## src/rtl/upsample_writeback.sv

```systemverilog
// upsample_writeback
//   Downstream stage of the upsample block. Takes the doubled-size feature
//   stream (one PE_ARRAY_SIZE-lane beat per upsampled pixel), parks it in a
//   small skid FIFO and turns it into addressed write requests for the
//   feature buffer. One `start` covers one upsampled frame of
//   (2*row_size) rows by (2*col_size) beats in raster order.
//
// Ports
//   system_clk, rst_n    clock, asynchronous active-low reset
//   start                one-cycle pulse: latch config and begin a frame (IDLE only)
//   base_addr            address of upsampled pixel (0,0)
//   line_stride          address step between upsampled rows
//   col_size, row_size   pre-upsample frame size
//   in_feature(_valid)   pushed beat (not gated by in_ready)
//   in_ready             registered back-pressure hint to the upsampler
//   wr_addr/wr_data/wr_valid/wr_ready   write request port
//   busy, done           frame in progress / one-cycle completion pulse
//   overflow_err         sticky: a beat was dropped
//   stall_cycles         write-stall counter (only when enabled)
//
// Optional feature macro: UPSAMPLE_WB_STALL_CNT_EN enables the stall counter;
// without it stall_cycles is tied to zero.

`ifndef FEATURE_WIDTH
`define FEATURE_WIDTH 8
`endif
`ifndef PE_ARRAY_SIZE
`define PE_ARRAY_SIZE 4
`endif

module upsample_writeback #(
  parameter int FEATURE_WIDTH       = `FEATURE_WIDTH,
  parameter int PE_ARRAY_SIZE       = `PE_ARRAY_SIZE,
  parameter int FEATURE_TOTAL_WIDTH = FEATURE_WIDTH * PE_ARRAY_SIZE,
  parameter int ADDR_WIDTH          = 32,
  parameter int SKID_DEPTH          = 4
) (
  input  logic                           system_clk,
  input  logic                           rst_n,
  input  logic                           start,
  input  logic [ADDR_WIDTH-1:0]          base_addr,
  input  logic [ADDR_WIDTH-1:0]          line_stride,
  input  logic [9:0]                     col_size,
  input  logic [9:0]                     row_size,
  input  logic [FEATURE_TOTAL_WIDTH-1:0] in_feature,
  input  logic                           in_feature_valid,
  output logic                           in_ready,
  output logic [ADDR_WIDTH-1:0]          wr_addr,
  output logic [FEATURE_TOTAL_WIDTH-1:0] wr_data,
  output logic                           wr_valid,
  input  logic                           wr_ready,
  output logic                           busy,
  output logic                           done,
  output logic                           overflow_err,
  output logic [31:0]                    stall_cycles
);

  localparam int PTR_W = $clog2(SKID_DEPTH);

  typedef enum logic [1:0] {S_IDLE, S_RUN, S_DONE} state_t;

  state_t state_q, state_d;

  logic [FEATURE_TOTAL_WIDTH-1:0] fifo_mem [SKID_DEPTH];
  logic [PTR_W-1:0]               rd_ptr, wr_ptr;
  logic [PTR_W:0]                 fifo_count, count_next;

  logic [10:0]           cols2, rows2, col_cnt;
  logic [21:0]           total_beats, push_count, wr_count;
  logic [ADDR_WIDTH-1:0] row_base, line_stride_q;

  logic start_ok, fifo_full, fifo_empty, out_free;
  logic pop, push, drop, accept, last_accept;

  logic                           wr_valid_q, in_ready_q, overflow_q;
  logic [ADDR_WIDTH-1:0]          wr_addr_q;
  logic [FEATURE_TOTAL_WIDTH-1:0] wr_data_q;

  // Handshake decode. A pop moves the FIFO head into the output register
  // whenever that register is empty or being drained this cycle. A push is
  // taken only in RUN, only while the frame still needs beats, and only if a
  // slot is free after this cycle's pop; every other valid beat is dropped.
  always_comb begin
    start_ok    = start && (state_q == S_IDLE);
    total_beats = 22'(cols2) * 22'(rows2);
    fifo_full   = (fifo_count == (PTR_W+1)'(SKID_DEPTH));
    fifo_empty  = (fifo_count == '0);
    out_free    = !wr_valid_q || wr_ready;
    pop         = (state_q == S_RUN) && out_free && !fifo_empty;
    push        = in_feature_valid && (state_q == S_RUN) &&
                  (push_count < total_beats) && (!fifo_full || pop);
    drop        = in_feature_valid && !push;
    accept      = wr_valid_q && wr_ready;
    last_accept = (state_q == S_RUN) && accept &&
                  (wr_count == total_beats - 22'd1);
    count_next  = fifo_count + (PTR_W+1)'(push) - (PTR_W+1)'(pop);
  end

  // Frame sequencing: an empty frame skips straight to DONE, otherwise RUN
  // lasts until the final write is accepted, and DONE lasts a single cycle.
  always_comb begin
    state_d = state_q;
    case (state_q)
      S_IDLE: begin
        if (start) begin
          if (col_size == '0 || row_size == '0) state_d = S_DONE;
          else                                  state_d = S_RUN;
        end
      end
      S_RUN:   if (last_accept) state_d = S_DONE;
      S_DONE:  state_d = S_IDLE;
      default: state_d = S_IDLE;
    endcase
  end

  // State register.
  always_ff @(posedge system_clk or negedge rst_n) begin
    if (!rst_n) state_q <= S_IDLE;
    else        state_q <= state_d;
  end

  // Frame configuration and progress counters. The address is built
  // incrementally: row_base holds base + r*stride and col_cnt the column of
  // the next beat to be loaded into the output register.
  always_ff @(posedge system_clk or negedge rst_n) begin
    if (!rst_n) begin
      cols2         <= '0;
      rows2         <= '0;
      line_stride_q <= '0;
      row_base      <= '0;
      col_cnt       <= '0;
      push_count    <= '0;
      wr_count      <= '0;
    end else if (start_ok) begin
      cols2         <= {col_size, 1'b0};
      rows2         <= {row_size, 1'b0};
      line_stride_q <= line_stride;
      row_base      <= base_addr;
      col_cnt       <= '0;
      push_count    <= '0;
      wr_count      <= '0;
    end else begin
      if (push)   push_count <= push_count + 22'd1;
      if (accept) wr_count   <= wr_count + 22'd1;
      if (pop) begin
        if (col_cnt == cols2 - 11'd1) begin
          col_cnt  <= '0;
          row_base <= row_base + line_stride_q;
        end else begin
          col_cnt <= col_cnt + 11'd1;
        end
      end
    end
  end

  // Skid FIFO storage; contents need no reset because the pointers define
  // what is valid.
  always_ff @(posedge system_clk) begin
    if (push) fifo_mem[wr_ptr] <= in_feature;
  end

  // Skid FIFO pointers and occupancy. in_ready looks at the occupancy after
  // this cycle's push/pop so that two more beats arriving after it falls
  // still find room.
  always_ff @(posedge system_clk or negedge rst_n) begin
    if (!rst_n) begin
      rd_ptr     <= '0;
      wr_ptr     <= '0;
      fifo_count <= '0;
      in_ready_q <= 1'b0;
    end else begin
      if (start_ok) begin
        rd_ptr     <= '0;
        wr_ptr     <= '0;
        fifo_count <= '0;
      end else begin
        if (push) wr_ptr <= wr_ptr + PTR_W'(1);
        if (pop)  rd_ptr <= rd_ptr + PTR_W'(1);
        fifo_count <= count_next;
      end
      in_ready_q <= (state_d == S_RUN) &&
                    (count_next <= (PTR_W+1)'(SKID_DEPTH - 3));
    end
  end

  // Output register: holds address/data/valid steady while the sink stalls,
  // reloads from the FIFO head once the current request is gone.
  always_ff @(posedge system_clk or negedge rst_n) begin
    if (!rst_n) begin
      wr_valid_q <= 1'b0;
      wr_addr_q  <= '0;
      wr_data_q  <= '0;
    end else if (out_free) begin
      wr_valid_q <= pop;
      if (pop) begin
        wr_addr_q <= row_base + ADDR_WIDTH'(col_cnt);
        wr_data_q <= fifo_mem[rd_ptr];
      end
    end
  end

  // Sticky lost-beat flag. A beat dropped in the same cycle as `start` still
  // counts as lost, so setting wins over clearing.
  always_ff @(posedge system_clk or negedge rst_n) begin
    if (!rst_n)        overflow_q <= 1'b0;
    else if (drop)     overflow_q <= 1'b1;
    else if (start_ok) overflow_q <= 1'b0;
  end

`ifdef UPSAMPLE_WB_STALL_CNT_EN
  logic [31:0] stall_q;

  // Saturating count of RUN cycles in which a write request waits on the sink.
  always_ff @(posedge system_clk or negedge rst_n) begin
    if (!rst_n)
      stall_q <= '0;
    else if (start_ok)
      stall_q <= '0;
    else if ((state_q == S_RUN) && wr_valid_q && !wr_ready && (stall_q != '1))
      stall_q <= stall_q + 32'd1;
  end

  assign stall_cycles = stall_q;
`else
  assign stall_cycles = '0;
`endif

  assign in_ready     = in_ready_q;
  assign wr_valid     = wr_valid_q;
  assign wr_addr      = wr_addr_q;
  assign wr_data      = wr_data_q;
  assign overflow_err = overflow_q;
  assign busy         = (state_q != S_IDLE);
  assign done         = (state_q == S_DONE);

endmodule

```

## config.mk

```make
export PLATFORM = sky130hd
export DESIGN_NAME = upsample_writeback
export DESIGN_NICKNAME = d
export VERILOG_FILES = /design/src/rtl/upsample_writeback.sv
export SDC_FILE = /design/constraint.sdc
export NUM_CORES = 1
export LEC_CHECK = 0
export ABC_AREA = 1
export CAP_MARGIN = 25
export CORE_ASPECT_RATIO = 1.5
export CORE_MARGIN = 10
export CORE_UTILIZATION = 45
export CTS_CLUSTER_SIZE = 25
export DETAILED_ROUTE_END_ITERATION = 7
export PLACE_DENSITY = 0.65
export SETUP_SLACK_MARGIN = 0.4
export SYNTH_ARGS = -nofsm -noshare
export SYNTH_HDL_FRONTEND = slang
export SYNTH_SLANG_ARGS = --single-unit
export TNS_END_PERCENT = 1
```

## constraint.sdc

```tcl
create_clock -name system_clk -period 24.5 [get_ports system_clk]
set_clock_uncertainty 0.15 [all_clocks]
set_input_delay 3.675 -clock system_clk [delete_from_list [all_inputs] [get_ports system_clk]]
set_output_delay 3.675 -clock system_clk [all_outputs]
set_load 0.01 [all_outputs]
```

### Yosys cells after proc, flatten, opt, wreduce, memory -nomap -nowiden

Memory sizes are Yosys's and may differ from the RTL's. A register that Yosys moved wholly into a read port is not among the register bits.
Index checks and enable logic that the tools add are counted.

| word-level totals | value |
|---|---|
| memories | 1 |
| flip-flop bits (word level) | 183 |
| output and inout port bits | 101 |
| RAM bits | 128 |

| operators by class | value |
|---|---|
| add/subtract/negate cells | 11 |
| reductions and logical operators | 31 |
| equal/unequal tests | 6 |
| multiplexer cells | 23 |
| magnitude comparators | 2 |
| $mul | 1 |

Memory list:

| name | words | width | read ports | clocked after memory_dff | wr ports | RTL line | text |
|---|---|---|---|---|---|---|---|
| fifo_mem | 4 | 32 | 1 | 1 | 1 | 64 | `logic [FEATURE_TOTAL_WIDTH-1:0] fifo_mem [SKID_DEPTH];` |

Operators by type and width:

| cell | number |
|---|---|
| two-way mux 32 bit | 3 |
| two-way mux 22 bit | 4 |
| adder 22 x 1 -> 22 bit, second input constant | 2 |
| two-way mux 11 bit | 3 |
| adder 32 x 11 -> 32 bit | 1 |
| adder 32 bit | 1 |
| == test 22 bit | 1 |
| < comparator 22 bit | 1 |
| subtractor 22 x 1 -> 22 bit, second input constant | 1 |
| zero test 10 bit | 2 |
| multiplier 10 x 10 -> 20 bit | 1 |
| two-way mux 2 bit | 7 |
| nonzero test 2 bit | 6 |
| adder 11 x 1 -> 11 bit, second input constant | 1 |
| == test 11 bit | 1 |
| logical AND 1 bit | 11 |
| subtractor 11 x 1 -> 11 bit, second input constant | 1 |
| zero test 1 bit | 5 |
| adder 2 x 1 -> 2 bit, second input constant | 2 |
| == test 2 x 1 -> 1 bit, second input constant | 2 |
| two-way mux 1 bit | 4 |
| one-hot mux 2 bit (2 select lines) | 1 |
| AND reduction 2 bit | 2 |
| adder 3 x 1 -> 3 bit | 1 |
| 8 further kinds | 10 |

### Depth between registers and ports, before layout

| logic depth | value |
|---|---|
| word-level depth | 10 |
| gate-level depth with buffers | 46 |

### Least setup slack after synthesis

No wires, ideal clock.

| timing | value |
|---|---|
| kind | reg-to-reg |
| from | reg cols2[1] |
| to | mem fifo_mem[0][0] (netlist bit), enable pin |
| stages on the path, launching flop included | 33 |
| buffers on the path | 2 |
| arrival | 7.300 ns |
| path slack | 16.629 ns |
| setup time | 0.421 ns |
| cell sequence | dfrtp_1 -> clkbuf_1 -> nand2_1 -> fa_1 -> fa_1 -> fa_1 -> fa_1 -> inv_1 -> fa_1 -> ha_1 -> nand2_1 -> nor2_1 -> nand3_1 -> nand3_1 -> nand2_1 -> nand2_2 -> inv_2 -> ha_1 -> nand2_1 -> inv_1 -> o21ai_0 -> nand2_1 -> or2_2 -> o21ai_0 -> nand3b_1 -> nand4_1 -> nand2_1 -> nand2_1 -> nand3_2 -> nand2_4 -> nand3_4 -> buf_4 -> nor2_1 |

| between the ends | value |
|---|---|
| longest elaborated chain between the ends | 6 |

Ends and longest elaborated chain:

| element | RTL line | text |
|---|---|---|
| start, declared | 68 | `logic [10:0] cols2, rows2, col_cnt;` |
| start signal, assigned | 135 | `cols2 <= {col_size, 1'b0};` |
| multiplier 10 x 10 -> 20 bit | 85 | `total_beats = 22'(cols2) * 22'(rows2);` |
| < comparator 22 bit | 91 | `(push_count < total_beats) && (!fifo_full \|\| pop);` |
| logical AND 1 bit | 90 | `push = in_feature_valid && (state_q == S_RUN) &&` |
| logical AND 1 bit | 91 |  |
| two-way mux 1 bit | 159 | `if (push) fifo_mem[wr_ptr] <= in_feature;` |
| two-way mux 1 bit (not written as such) | 159 |  |
| end, declared | 64 |  |

Every way passes these cells.

### Worst setup path in the final report

| timing | value |
|---|---|
| from | reg cols2[1] |
| to | reg in_ready_q, in the netlist in_ready |

| between the ends | value |
|---|---|
| longest elaborated chain between the ends | 8 |

Ends and longest elaborated chain:

| element | RTL line | text |
|---|---|---|
| multiplier 10 x 10 -> 20 bit (*) | 85 |  |
| < comparator 22 bit / subtractor 22 x 1 -> 22 bit (equally long branches) | 91, 95 |  |
| logical AND 1 bit / == test 22 bit (equally long branches) | 90, 95 |  |
| logical AND 1 bit, on equally long branches | 91, 94 |  |
| adder 3 x 1 -> 3 bit / two-way mux 2 bit (equally long branches) | 96, 110 |  |
| subtractor 3 x 1 -> 3 bit / one-hot mux 2 bit (2 select lines) (equally long branches) | 96, 103 |  |
| <= comparator 3 x 1 -> 1 bit / == test 2 x 1 -> 1 bit (equally long branches) | 182, 181 |  |
| logical AND 1 bit (*) | 181 | `in_ready_q <= (state_d == S_RUN) &&` |
| end signal, assigned | 181 |  |
| end, declared | 75 | `logic wr_valid_q, in_ready_q, overflow_q;` |

Every way passes the cells marked *; elsewhere a longest branch is shown, timed or not.
A chain may end at the register's enable or synchronous reset.

==> results.tsv <==
metric	value	unit
status	complete, no violations	
fraction of final layout cells with drive strength greater than 1	6.611	%
remaining antenna violation count after routing	0	
height of the chip	292.5	µm
maximum clock rate	0.1208	GHz
Top cell by count, worst path	nand2_1	
post-synthesis sequential area ratio	41.41	%
depth of the most critical reg-to-reg path	37	
TritonCTS clock tree	done	
finished layout cell area	25850	µm²
clock transition at the registers of the reported paths	60	ps
Resized cells post-CTS	0	
Crit Path Max Fanout	31	
post-detail-place hpwl	47110	µm
number of instances in the placed design	3449	
Clock Tree Buf Depth	3	
data required time of the worst path	24780	ps
Cell Area, Synth	22280	µm²
data arrival time of the critical path	8560	ps
First-pass DRT Iterations	6	
count of hold buffers inserted by post-cts repair	0	
number of design rule violations left after detail routing	0	
number of register bits inferred by synthesis	343	
core area	48800	µm²
number of max-cap violations	0	
Post-synth EDFFs	128	
share of flip-flops with an asynchronous set or reset	62.68	%
All-Layer GR Usage	21.13	%
clock period minus worst slack	8279	ps
average size of a mapped cell	8.294	µm²
number of top-level pins	222	
wire per inst	17.99	µm
number of failing setup endpoints in the final timing report	0	
origin of the critical flop-to-flop path	cols2[1]	
element type at the critical path start	flip-flop	
clock root buffer	clkbuf_16	
non-filler instance count after layout	3515	
final weighted congestion in routability-driven placement	0.8845	
total die area	58990	µm²
Port Buffer Count	189	
Detailed Route Iter0 Violations	1104	
global-route wire length before repair	100900	µm
sequential standard cell area	9225	µm²
via count of the first global-routing pass	18681	
cell row count	99	
number of nets in the layout	3138	
worst slew margin relative to its limit	37.40	%
endpoint of the worst-slack reg-to-reg timing path	in_ready	
number of antenna violations at the first check in global routing	1	
setup TNS	0	ps
global-route congestion overflow total	0	
total count of hold-check failures in the final report	0	
Yosys cell types	60	
Slew Limit Fails	0	
post-synthesis to final-layout area growth	16.03	%
destination of the critical timing path	in_ready	
type of the most critical hold path	reg2reg	
category of the critical setup timing path	reg2reg	
post-synthesis cell count	2686	
Post-CTS Repair Setup Buffers	0	
area of the multi-input gates	11400	µm²
setup slack of the worst register-to-register path	16220	ps
Synthesis Warnings	0	
via count of the routed design	18319	
# clock sinks	343	
final wirelength	63220	µm
transition time at the pin with the least slew margin	937.7	ps
Starting Density	45.64	%
cell type of the slowest stage on the worst timing path	dfrtp_1	
Slowest Stage Delay on Critical Path	670	ps
setup repair after global routing missed its margin	false	
most frequently used flop master after synthesis	dfrtp_1	
clock latency on the worst-skew pair	570	ps
FILL cells	4587	
CTS H-tree depth	2	
kind of capture point of the worst setup path	flip-flop	
number of buffers added by the clock tree synthesis step	36	
post-route fraction of the period consumed by the critical path	33.79	%
maximum number of pins on one net before global-route repair	85	
detailed-route vias per instance	5.212	
chip width	201.7	µm
number of diodes	0	
worst setup path start	cols2[1]	
total cell area at the placement stage	24590	µm²
flip-flops by register name, summed over array words and instances, names as in the netlist, 3 cells and up:
name           cells
fifo_mem         128
line_stride_q     32
row_base          32
wr_addr           32
wr_data           32
push_count        22
wr_count          22
col_cnt           11
cols2             10
rows2             10
fifo_count         3
through the flow:
stage / utilization [%] / worst slack [ps] / hold slack [ps]
2_1_floorplan: - / 16630 / 297.0
6_report: 52.96 / 16220 / 335.8
4_1_cts: 52.96 / 16170 / 339.8
5_1_grt: 52.96 / 15630 / 360.7
3_5_place_dp: 50.38 / 16190 / 318.9
3_3_place_gp: 50.38 / 16280 / 319.3
final cells by class:
cell class	count	share of cell area, %
clock buffers	41	3.674
well taps	656	3.176
flip-flops and latches	343	35.69
inverters	303	4.410
multi-input cells	1944	44.11
repair buffers	203	7.745
clock inverters	25	1.191
layout by cell type, fill, tap and decap left out, types with 21 or more instances in the layout:
cell type          n
a31oi_1           46
o21ai_0          160
nor2_2            21
clkdlybuf4s50_1  188
conb_1            32
clkbuf_16         36
nand2_2           22
xnor2_1           28
nand4_1           36
nand3_1          107
fa_1              65
edfxtp_1         128
nor3_1            28
nor2_1           302
ha_1             121
inv_1            293
a21oi_1           94
xor2_1            84
dfrtp_1          214
nand2_1          653
cell families after synthesis:
group / count (synthesis) / share of synthesized area [%]
compound gates: 367 / 9.150
xor+xnor: 112 / 4.404
fa+ha+maj: 186 / 12.64
buf+inv: 430 / 8.032
flops: 343 / 41.41
mux: 1 / 0.04494
other cells: 1 / 0.01683
simple gates: 1246 / 24.31
synth_stat cells, types with 2 or more instances:
library cell,instances,area share (%)
inv_2,9,0.15
nor3b_1,3,0.10
nor2_4,5,0.25
nand3_1,108,2.4
or2_1,2,0.056
xnor2_1,28,1.1
fa_1,65,5.8
a211oi_1,2,0.067
a21o_1,4,0.13
nor2_1,306,5.2
o31ai_1,3,0.10
dfrtp_1,215,24
a21oi_1,94,2.1
o221a_2,2,0.10
inv_1,294,5.0
a31oi_1,46,1.3
nand4_1,36,1.0
and2_1,2,0.056
nand2_1,654,11
nand2_4,9,0.45
buf_6,5,0.25
nor3_2,8,0.36
nor3_1,28,0.63
o21ai_1,11,0.25
o21a_1,5,0.17
nor2_2,17,0.48
o21ai_2,2,0.079
nand2_2,22,0.62
o21bai_1,4,0.13
nand3_2,12,0.54
o22ai_1,17,0.48
o21ai_0,160,3.6
buf_2,2,0.045
xor2_1,84,3.3
ha_1,121,6.8
or2_2,8,0.22
buf_1,12,0.20
edfxtp_1,128,17
o211ai_1,6,0.20
a21boi_0,2,0.067
a21oi_2,4,0.16
buf_4,35,1.2
nand3b_1,6,0.20
nor4_1,13,0.37
clkbuf_1,72,1.2
worst min path at each step:
stage | start | to | slack [ps] | cells after the start
3_5_place_dp | wr_addr[30] | wr_addr[30] | 320 | 2
3_3_place_gp | wr_addr[16] | wr_addr[16] | 320 | 2
6_report | wr_addr[30] | wr_addr[30] | 340 | 2
5_1_grt | wr_addr[7] | wr_addr[7] | 360 | 2
2_1_floorplan | rows2[10] | rows2[10] | 300 | 2
4_1_cts | wr_addr[7] | wr_addr[7] | 340 | 2
critical path, delay by kind of cell, from the launching register on:
kind / cells / cell delay, ps
and+or+nand+nor: 18 / 2220
buffers and inverters: 4 / 220
adders and majority gates: 9 / 3930
DFF: 1 / 670
xor gates and xnor gates: 3 / 630
AOI/OAI and AO/OA: 3 / 300
routing by layer:
metal,routed length [µm],GRT usage (%),vias to the layer above,part of all wire [%]
li1,-,-,8959,-
met2,32960,38.75,420,52
met1,25250,24.30,8828,40
met5,9,0,-,0.014
met3,2959,3.470,110,4.7
met4,2047,7.352,2,3.2
Power is left out: the tool's default activity adds up to more than one toggle a clock period on the data nets, which glitch-free logic cannot reach.
